File: config.mk
export PLATFORM = sky130hd
export DESIGN_NAME = load_store_unit
export DESIGN_NICKNAME = d
export VERILOG_FILES = /design/src/rtl/load_store_unit.sv
export SDC_FILE = /design/constraint.sdc
export NUM_CORES = 1
export LEC_CHECK = 0
export BUFFER_PORTS_ARGS = -buffer_cell sky130_fd_sc_hd__buf_2
export CORE_ASPECT_RATIO = 0.6
export CORE_MARGIN = 5
export CORE_UTILIZATION = 39
export DETAILED_ROUTE_END_ITERATION = 6
export PLACE_DENSITY = 0.65
export SYNTH_ARGS = -nofsm -noshare
export SYNTH_HDL_FRONTEND = slang
export SYNTH_SLANG_ARGS = --single-unit
File: constraint.sdc
create_clock -name clk -period 4.7 [get_ports clk]
set_input_delay 0.235 -clock clk [delete_from_list [all_inputs] [get_ports clk]]
set_output_delay 0.235 -clock clk [all_outputs]
set_load 0.02 [all_outputs]
File: src/rtl/load_store_unit.sv
// load_store_unit: memory stage of the RV32I core.
// Accepts one operation at a time from execute, runs a single-outstanding
// request/grant/response transaction on the data-memory port, and produces
// an aligned, extended, registered writeback value. Stalls while busy.
// Optional feature macro: LSU_MISALIGN_TRAP_EN (misaligned H/W accesses trap
// instead of being silently forced to natural alignment).
module load_store_unit #(
    parameter int DataWidth = 32
) (
    input  logic                 clk,
    input  logic                 rst,
    input  logic                 req_valid,
    output logic                 req_ready,
    input  logic                 mem_load,
    input  logic                 mem_store,
    input  logic [2:0]           mem_funct3,
    input  logic [DataWidth-1:0] eff_address,
    input  logic [DataWidth-1:0] store_data,
    output logic                 dmem_req,
    output logic                 dmem_we,
    output logic [3:0]           dmem_mask,
    output logic [DataWidth-1:0] dmem_addr,
    output logic [DataWidth-1:0] dmem_wdata,
    input  logic                 dmem_gnt,
    input  logic                 dmem_rvalid,
    input  logic [DataWidth-1:0] dmem_rdata,
    output logic                 done,
    output logic                 wb_valid,
    output logic [DataWidth-1:0] wb_data,
    output logic                 stall,
    output logic                 misaligned
);

    localparam int NumLanes = DataWidth / 8;

    typedef enum logic [1:0] {
        IDLE = 2'd0,
        REQ  = 2'd1,
        WAIT = 2'd2,
        DONE = 2'd3
    } state_t;

    state_t               state_q;
    logic                 req_ready_q;
    logic                 stall_q;
    logic                 dmem_req_q;
    logic                 dmem_we_q;
    logic [3:0]           dmem_mask_q;
    logic [DataWidth-1:0] dmem_addr_q;
    logic [DataWidth-1:0] dmem_wdata_q;
    logic                 done_q;
    logic                 wb_valid_q;
    logic [DataWidth-1:0] wb_data_q;
    logic                 misaligned_q;
    logic [2:0]           funct3_q;
    logic [1:0]           offset_q;
    logic                 is_store_q;

    // Decode of the operation presented in IDLE
    logic [1:0]           size_d;
    logic [1:0]           offset_d;
    logic                 illegal_d;
    logic                 trap_d;
    logic [3:0]           mask_d;
    logic [DataWidth-1:0] wdata_d;

    // Load-path extraction
    logic [7:0]           rd_byte [NumLanes];
    logic [15:0]          rd_half;
    logic [DataWidth-1:0] load_value;

    // Split the read word into byte lanes so the selected lane is a plain index
    generate
        for (genvar gi = 0; gi < NumLanes; gi++) begin : g_lane
            assign rd_byte[gi] = dmem_rdata[8*gi +: 8];
        end
    endgenerate

    // Decode size, illegal funct3, alignment handling and store lane placement
    always_comb begin
        size_d    = mem_funct3[1:0];
        illegal_d = (mem_funct3 == 3'b011) || (mem_funct3 == 3'b110) ||
                    (mem_funct3 == 3'b111);
`ifdef LSU_MISALIGN_TRAP_EN
        offset_d  = eff_address[1:0];
        trap_d    = ((size_d == 2'b01) && eff_address[0]) ||
                    ((size_d == 2'b10) && (eff_address[1:0] != 2'b00));
`else
        // Force natural alignment: halves keep addr[1], words drop both bits
        offset_d  = eff_address[1:0];
        trap_d    = 1'b0;
        if (size_d == 2'b01) begin
            offset_d[0] = 1'b0;
        end else if (size_d == 2'b10) begin
            offset_d = 2'b00;
        end
`endif
        mask_d  = 4'b1111;
        wdata_d = store_data;
        case (size_d)
            2'b00: begin
                mask_d  = 4'b0001 << offset_d;
                wdata_d = {4{store_data[7:0]}};
            end
            2'b01: begin
                mask_d  = offset_d[1] ? 4'b1100 : 4'b0011;
                wdata_d = {2{store_data[15:0]}};
            end
            default: begin
                mask_d  = 4'b1111;
                wdata_d = store_data;
            end
        endcase
    end

    // Select and extend the returned lane according to the captured funct3
    always_comb begin
        rd_half = offset_q[1] ? dmem_rdata[31:16] : dmem_rdata[15:0];
        case (funct3_q)
            3'b000:  load_value = {{24{rd_byte[offset_q][7]}}, rd_byte[offset_q]};
            3'b100:  load_value = {24'd0, rd_byte[offset_q]};
            3'b001:  load_value = {{16{rd_half[15]}}, rd_half};
            3'b101:  load_value = {16'd0, rd_half};
            default: load_value = dmem_rdata;
        endcase
    end

    // Transaction FSM with all outputs registered
    always_ff @(posedge clk or posedge rst) begin
        if (rst) begin
            state_q      <= IDLE;
            req_ready_q  <= 1'b1;
            stall_q      <= 1'b0;
            dmem_req_q   <= 1'b0;
            dmem_we_q    <= 1'b0;
            dmem_mask_q  <= 4'b0000;
            dmem_addr_q  <= '0;
            dmem_wdata_q <= '0;
            done_q       <= 1'b0;
            wb_valid_q   <= 1'b0;
            wb_data_q    <= '0;
            misaligned_q <= 1'b0;
            funct3_q     <= 3'b000;
            offset_q     <= 2'b00;
            is_store_q   <= 1'b0;
        end else begin
            case (state_q)
                IDLE: begin
                    if (req_valid && req_ready_q) begin
                        req_ready_q <= 1'b0;
                        stall_q     <= 1'b1;
                        funct3_q    <= mem_funct3;
                        offset_q    <= offset_d;
                        is_store_q  <= mem_store;
                        if (!(mem_load || mem_store)) begin
                            // ALU pass-through
                            state_q    <= DONE;
                            done_q     <= 1'b1;
                            wb_valid_q <= 1'b1;
                            wb_data_q  <= eff_address;
                        end else if (illegal_d) begin
                            state_q   <= DONE;
                            done_q    <= 1'b1;
                            wb_data_q <= '0;
                        end else if (trap_d) begin
                            state_q      <= DONE;
                            done_q       <= 1'b1;
                            misaligned_q <= 1'b1;
                        end else begin
                            state_q      <= REQ;
                            dmem_req_q   <= 1'b1;
                            dmem_we_q    <= mem_store;
                            dmem_mask_q  <= mask_d;
                            dmem_addr_q  <= {eff_address[DataWidth-1:2], 2'b00};
                            dmem_wdata_q <= wdata_d;
                        end
                    end
                end
                REQ: begin
                    if (dmem_gnt) begin
                        dmem_req_q <= 1'b0;
                        dmem_we_q  <= 1'b0;
                        if (is_store_q) begin
                            state_q <= DONE;
                            done_q  <= 1'b1;
                        end else begin
                            state_q <= WAIT;
                        end
                    end
                end
                WAIT: begin
                    if (dmem_rvalid) begin
                        state_q    <= DONE;
                        done_q     <= 1'b1;
                        wb_valid_q <= 1'b1;
                        wb_data_q  <= load_value;
                    end
                end
                DONE: begin
                    state_q      <= IDLE;
                    done_q       <= 1'b0;
                    wb_valid_q   <= 1'b0;
                    misaligned_q <= 1'b0;
                    req_ready_q  <= 1'b1;
                    stall_q      <= 1'b0;
                end
                default: begin
                    state_q <= IDLE;
                end
            endcase
        end
    end

    assign req_ready  = req_ready_q;
    assign stall      = stall_q;
    assign dmem_req   = dmem_req_q;
    assign dmem_we    = dmem_we_q;
    assign dmem_mask  = dmem_mask_q;
    assign dmem_addr  = dmem_addr_q;
    assign dmem_wdata = dmem_wdata_q;
    assign done       = done_q;
    assign wb_valid   = wb_valid_q;
    assign wb_data    = wb_data_q;
    assign misaligned = misaligned_q;

endmodule

# == Word-level counts from Yosys, hierarchy flattened ==
# Cells that the tools add are included.
# op_classes
magnitude_cmp,1
n_eq_ne,19
n_shift,1
n_mux,46
bitwise_logic,2
reduce_logical,19
# ops
op,count
two-way mux 32 bit,4
one-hot mux 32 bit (2 select lines),2
one-hot mux 32 bit (4 select lines),1
two-way mux 1 bit,20
binary-select mux 8 bit (select 2 bit),1
two-way mux 16 bit,1
two-way mux 8 bit,2
!= test 2 bit (second input constant),7
== test 3 bit (second input constant),4
two-way mux 2 bit,6
AND reduction 4 bit,3
AND reduction 5 bit,2
one-hot mux 1 bit (2 select lines),4
one-hot mux 2 bit (4 select lines),1
one-hot mux 4 bit (2 select lines),1
== test 2 bit (second input constant),3
nonzero test 2 bit,3
== test 2 x 1 -> 1 bit (second input constant),2
zero test 2 bit,2
two-way mux 4 bit,1
one-hot mux 1 bit (4 select lines),1
AND reduction 2 bit,2
left shift 1 x 2 -> 4 bit (first input constant),1
== test 3 x 1 -> 1 bit (second input constant),1
other kinds (11),13
# word_totals
reg_bits,112
inputBits,106
output_inout_bits,107
elab_cells,102

# == Longest topological paths before layout ==
# Gate-level depths: netlist (run 1).
# logic_depth
ltp_word,7
mapped_depth,9
depth_no_buf,6

# == Worst setup path before layout (run 1) ==
# No wires, ideal clock.
# synth_path
kind,register to register
from,reg state_q[0]
to,"reg wb_data_q[25], in the netlist wb_data[25]"
setup_ns,0.137
arrival_time_ns,1.731
t_required_ns,4.563
slack_ns,2.833
stages_incl_launch_ff,9
path_buffers,2
period_less_slack_ns,1.867
cell_sequence,dfrtp_1 inv_1 ha_1 buf_2 o21a_1 a211o_2 buf_2 nor3_1 a211oi_1
# synth_between
elab_chain_len,3
word_cells_on_any_way,8
classes_between,eq/ne (4); mux (1); reduce/logical (3)
# synth_lines
element,line,text
from (decl),43,state_t state_q;
from (signal assigned),131,state_q <= IDLE;
from (signal assigned),157,state_q <= DONE;
from (signal assigned),162,state_q <= DONE;
== test 2 bit or zero test 2 bit (tied branches),147,case (state_q)
"!= test 2 bit (no source line), or another cell as far along",n/a,
AND reduction 4 bit (no source line),n/a,
to (signal assigned),160,wb_data_q <= eff_address;
to (signal assigned),196,wb_data_q <= load_value;
to (decl),53,logic [DataWidth-1:0] wb_data_q;
# Several ways; a longest one is shown, not always the timed one.
# A chain may end at the register's enable or synchronous reset.

# == Worst setup path after layout (run 1) ==
# layout_path
from,reg state_q[0]
to,"reg wb_data_q[30], in the netlist wb_data[30]"
# Same word-level chain as after synthesis.

==> results of run 1 <==
logic make-up after synthesis:
logic type               share of synthesized area
AO/OA/AOI/OAI                                0.208
adder cells (fa/ha/maj)                     0.0105
buffers and inverters                       0.0548
flip-flops                                   0.471
multiplexers                                0.0649
other                                     0.000630
AND/OR/NAND/NOR                              0.190
critical path, cell delays in order (launching register included):
cell and delay [ns]:
dfrtp_1 0.40, inv_1 0.15, ha_1 0.95, nor2b_1 0.47, a211o_2 0.49, nor3_1 0.11, a211oi_1 0.26
layer usage:
| layer | global-route usage | vias to the layer above |
|---|---|---|
| met3 | 0.0682 | 16 |
| met1 | 0.345 | 2711 |
| met5 | 0 | - |
| met4 | 0.0379 | 4 |
| met2 | 0.281 | 247 |
| li1 | - | 2716 |
state kept, by name, summed over array words and instances, names as in the netlist:
register	count
dmem_mask	4
wb_valid	1
dmem_wdata	32
dmem_addr	30
stall	1
req_ready	1
done	1
is_store_q	1
offset_q	2
dmem_we	1
funct3_q	3
dmem_req	1
wb_data	32
state_q	2
worst min-delay path by stage:
stage / startpoint / to / slack (ns)
global route: eff_address[15] / dmem_addr[15] / 0.11
floorplan: eff_address[10] / dmem_addr[10] / 0.34
global placement: eff_address[15] / dmem_addr[15] / 0.45
finish: rst / dmem_addr[28] / 0.05
CTS: rst / dmem_wdata[0] / 0.08
detailed placement: eff_address[13] / dmem_addr[13] / 0.45
power by group:
group	switching, mW	internal [mW]
combinational	1.84	1.00
sequential	0.333	1.44
clock	0.392	0.373
Yosys cell counts, drive strengths merged (4+ instances only):
library cell / n / area (um^2)
a211oi: 19 / 153
and3: 16 / 100
a21oi: 57 / 285
o2111ai: 6 / 52.6
buf: 36 / 225
dfrtp: 111 / 2780
nand2: 173 / 652
a31oi: 8 / 50.1
o21ai: 63 / 323
o221ai: 9 / 78.8
nor2: 23 / 93.8
nand2b: 4 / 25.0
or3: 8 / 55.1
inv: 10 / 37.5
mux2i: 33 / 330
clkbuf: 17 / 63.8
nor3: 22 / 131
a22o: 18 / 158
ha: 5 / 62.6
mux2: 5 / 56.3
area by class of cell:
| class | count | share of cell area |
|---|---|---|
| Clock buffer | 9 | 0.0307 |
| Clock inverter | 6 | 0.00785 |
| Sequential cell | 112 | 0.382 |
| Inverter | 10 | 0.00546 |
| Multi-Input combinational cell | 498 | 0.388 |
| Tap cell | 203 | 0.0346 |
| Timing Repair Buffer | 217 | 0.151 |
==> flow_metrics.py, run 1 <==
metrics = {
    "run_status": {
        "status": "complete, no violations",
    },
    "cells_and_area": {
        "seq_area_um2": 2800,
        "mostFrequentLayoutCell": "buf_2",
        "n_fill_cell": 1515,
        "drive_gt1_frac": 0.303,
        "final_cell_mix": "buf_2, nand2_1, dfrtp_1",
        "n_antenna_cell": 0,
        "layout.nets": 959,
        "multi_input_area_um2": 2850,
        "syn_to_final_growth_pct": 23.2,
        "finish.instance_area_um2": 7330,
        "final_cell_count_no_fill": 1055,
        "final_util": 0.484,
    },
    "yosys": {
        "synth-seq-cells": 112,
        "syn_area_per_cell_um2": 8.88,
        "synth_edf_count": 0,
        "ys_seq_area_frac": 0.471,
        "synthDistinctLibCells": 52,
        "syn-cell-area_um2": 5960,
        "syn-instance-count": 671,
        "synth_warnings": 0,
        "synthArstFlopShare": 1.00,
        "synth_flop_cell": "dfrtp_1",
    },
    "setup_path": {
        "r2r-start": "state_q[0]",
        "required_ns": 4.95,
        "setup.worst_path.start": "state_q[0]",
        "arrival_ns": 3.21,
        "r2r_slack_ns": 1.75,
        "cp-end-kind": "register",
        "cp_max_fo": 29,
        "critPathKind": "reg2reg",
        "crit_end": "wb_data[30]",
        "r2r-end": "wb_data[30]",
        "critPathLaunchType": "register",
        "reg2reg_depth": 6,
    },
    "routing": {
        "vias": 5694,
        "routed_via_density": 5.40,
        "routed_wl_mm": 19.8,
        "ant_nets": 0,
        "first_pass_iters": 5,
        "drc_errors": 0,
        "wl_per_cell_um": 18.8,
        "drt_iter0_drc": 427,
        "met3_length_mm": 2.00,
        "met2_length_mm": 7.91,
        "wl_met1_mm": 9.76,
        "routed.top_layer": "met5",
    },
    "clock_tree": {
        "ctsResizeCount": 0,
        "clock_latency_ns": 0.36,
        "tritoncts": "done",
        "root_buffer": "clkbuf_16",
        "postCtsHoldBufs": 0,
        "htree_levels": 3,
        "postCtsSetupBuffers": 0,
        "clkSlewWorstSetupHoldPaths_ns": 0.08,
        "cts.path.max_buffers": 2,
        "cts.sink_count": 112,
        "cts_made_buffers": 9,
    },
    "die": {
        "coreArea_um2": 15200,
        "pin_count": 213,
        "die_h_um": 106,
        "start_util": 0.393,
        "dieArea_um2": 17900,
        "rows": 35,
        "die_w_um": 170,
    },
    "sta": {
        "finClkSkew_ns": 0.0134,
        "finalMaxSlewViolations": 0,
        "hold_viol": 0,
        "period_needed_ns": 2.95,
        "setup_violations": 0,
        "slew_headroom": 0.148,
        "setup_ws_ns": 1.75,
        "max_freq_ghz": 0.339,
        "hold-worst-slack_ns": 0.0540,
        "rsz0062_at_grt": "false",
        "setup_tns_ns": 0,
        "tightestPinTransition_ns": 1.27,
        "min_period_over_period": 0.628,
    },
    "place": {
        "dp_slack_ns": 1.81,
        "place_congestion": 0.857,
        "placed_area_um2": 7050,
        "place_inst": 1040,
        "dp_hpwl_mm": 14.5,
        "place.port_buffers": 209,
    },
    "flow_run": {
        "maxCapViolCount": 0,
    },
    "hold_path": {
        "hp-class": "in2async",
    },
    "global_route": {
        "grt_pass1_vias": 5280,
        "antenna_found_initial": 2,
        "overflow": 0,
        "grt.total_usage": 0.216,
        "grt_max_degree": 94,
        "grt_pass1_wl_mm": 30.4,
    },
    "pwr": {
        "p_leak_nw": 3.67,
        "p_per_area_nw_per_um2": 734,
        "design_power_total_mw": 5.38,
        "ir_drop_v": 0.000403,
    },
}
Note: power is estimated with default switching activity, not from simulation.
==> run 2, diff against run 1 <==
- PLACE_DENSITY: 0.65 -> 0.68
- clock period: 4.7 -> 2.7 ns (I/O delays scaled with it)
==> flow_metrics.py, run 2 (synthesized netlist as in run 1, its figures left out) <==
metrics = {
    "routing": {
        "routed_via_density": 5.33,
        "vias": 5739,
        "first_pass_iters": 5,
        "wl_per_cell_um": 18.3,
        "ant_nets": 0,
        "drc_errors": 0,
        "routed_wl_mm": 19.7,
        "drt_iter0_drc": 565,
    },
    "die": {
        "die_h_um": 106,
        "rows": 35,
        "dieArea_um2": 17900,
        "coreArea_um2": 15200,
        "start_util": 0.393,
        "die_w_um": 170,
        "pin_count": 213,
    },
    "place": {
        "place.port_buffers": 209,
        "place_inst": 1048,
        "dp_hpwl_mm": 14.6,
        "place_congestion": 0.878,
        "placed_area_um2": 7150,
    },
    "global_route": {
        "grt.total_usage": 0.219,
        "antenna_found_initial": 4,
        "grt_max_degree": 113,
        "overflow": 0,
        "grt_pass1_wl_mm": 31.0,
        "grt_pass1_vias": 5492,
    },
    "setup_path": {
        "cp-end-kind": "register",
        "cp_top_family": "simple AND/OR/NAND/NOR gates",
        "critPathLaunchType": "register",
        "critPathKind": "reg2reg",
        "r2r_slack_ns": 0.32,
        "crit_path_cell_trace": "inv_1 > ha_1 > nand3_1 > or3_2 > buf_12 > nand2_1 > o21ai_0",
        "required_ns": 2.92,
        "cp_num_buf_inv": 2,
        "cp_slowest_cell": "or3_2",
        "arrival_ns": 2.60,
        "cp_slowest_stage_delay_ns": 0.66,
        "cp_max_fo": 84,
    },
    "pwr": {
        "ir_drop_v": 0.000639,
        "p_per_area_nw_per_um2": 1260,
        "design_power_total_mw": 9.55,
        "p_leak_nw": 3.78,
    },
    "sta": {
        "min_period_over_period": 0.881,
        "tightestPinTransition_ns": 0.736,
        "hold_viol": 0,
        "setup_tns_ns": 0,
        "setup_violations": 0,
        "period_needed_ns": 2.38,
        "hold-worst-slack_ns": 0.00930,
        "rsz0062_at_grt": "false",
        "finClkSkew_ns": 0.0152,
        "slew_headroom": 0.507,
        "finalMaxSlewViolations": 0,
        "max_freq_ghz": 0.420,
    },
    "clock_tree": {
        "postCtsSetupBuffers": 0,
        "clkSlewWorstSetupHoldPaths_ns": 0.08,
        "root_buffer": "clkbuf_16",
        "cts_made_buffers": 9,
        "htree_levels": 3,
        "cts.path.max_buffers": 2,
        "cts.sink_count": 112,
        "tritoncts": "done",
        "clock_latency_ns": 0.35,
    },
    "cells_and_area": {
        "layout.nets": 979,
        "finish.instance_area_um2": 7580,
        "mostFrequentLayoutCell": "buf_2",
        "final_cell_count_no_fill": 1077,
        "final_cell_mix": "buf_2, nand2_1, dfrtp_1",
        "seq_area_um2": 2800,
        "multi_input_area_um2": 2850,
        "n_fill_cell": 1477,
        "syn_to_final_growth_pct": 27.3,
        "drive_gt1_frac": 0.305,
    },
    "flow_run": {
        "maxCapViolCount": 0,
    },
    "run_status": {
        "status": "complete, no violations",
    },
    "hold_path": {
        "hp-class": "in2reg",
    },
}
-- run 2: cell count changes in the layout (fill, tap and decap cells not counted), sizes merged --
cell / previous run / this run
dlygate4sd3: 0 / 12
inv: 15 / 10
bufinv: 0 / 1
clkbuf: 9 / 11
clkinv: 1 / 3
clkinvlp: 0 / 1
buf: 217 / 225
diode: 0 / 1
-- run 2: tightest hold or removal path, delay by kind of cell --
family / cells / cell delay, ns
simple gates: 2 / 0.09
buf+inv: 1 / 0.10
-- run 2: routing by layer --
metal	GRT usage	wire length, um
met5	0	34
met4	0.0368	196
met3	0.0881	2360
met2	0.292	7880
met1	0.332	9230
-- run 2: path summary, 6_finish.rpt --
path | from | endpoint | cells past startpoint
worst min-delay path | eff_address[3] | dmem_addr[3] | 3
worst max register to register | state_q[0] | dmem_wdata[27] | 7
max in group asynchronous | rst | wb_data[26] | 4
min in group asynchronous | rst | dmem_addr[3] | 4
worst max-delay path | state_q[0] | dmem_wdata[27] | 7
worst min register to register | dmem_addr[21] | dmem_addr[21] | 2
-- run 2: power breakdown --
group | switching, mW | internal [mW]
Sequential | 0.537 | 2.51
Clock | 0.636 | 0.755
Combinational | 3.29 | 1.82
-- run 2: metrics by stage --
| step | util | setup slack, ns |
|---|---|---|
| after floorplan | - | 0.833 |
| after global placement | 0.472 | 0.413 |
| after detailed placement | 0.472 | 0.349 |
| after CTS | 0.500 | 0.325 |
| after global routing | 0.500 | 0.128 |
| final | 0.500 | 0.321 |
-- run 2: repair_timing --
action                    4_1_cts  5_1_grt
gates resized for setup         0        0
hold buffers                   12        0
hold endpoints to repair       42        0
-- run 2: area by class of cell --
type	instances	share of cell area
repair buffers	237	0.175
clock inverters	5	0.00858
inverters	10	0.00545
flip-flops and latches	112	0.370
well taps	203	0.0335
multi-input cells	498	0.376
clock buffers	11	0.0320
diodes	1	0.000330
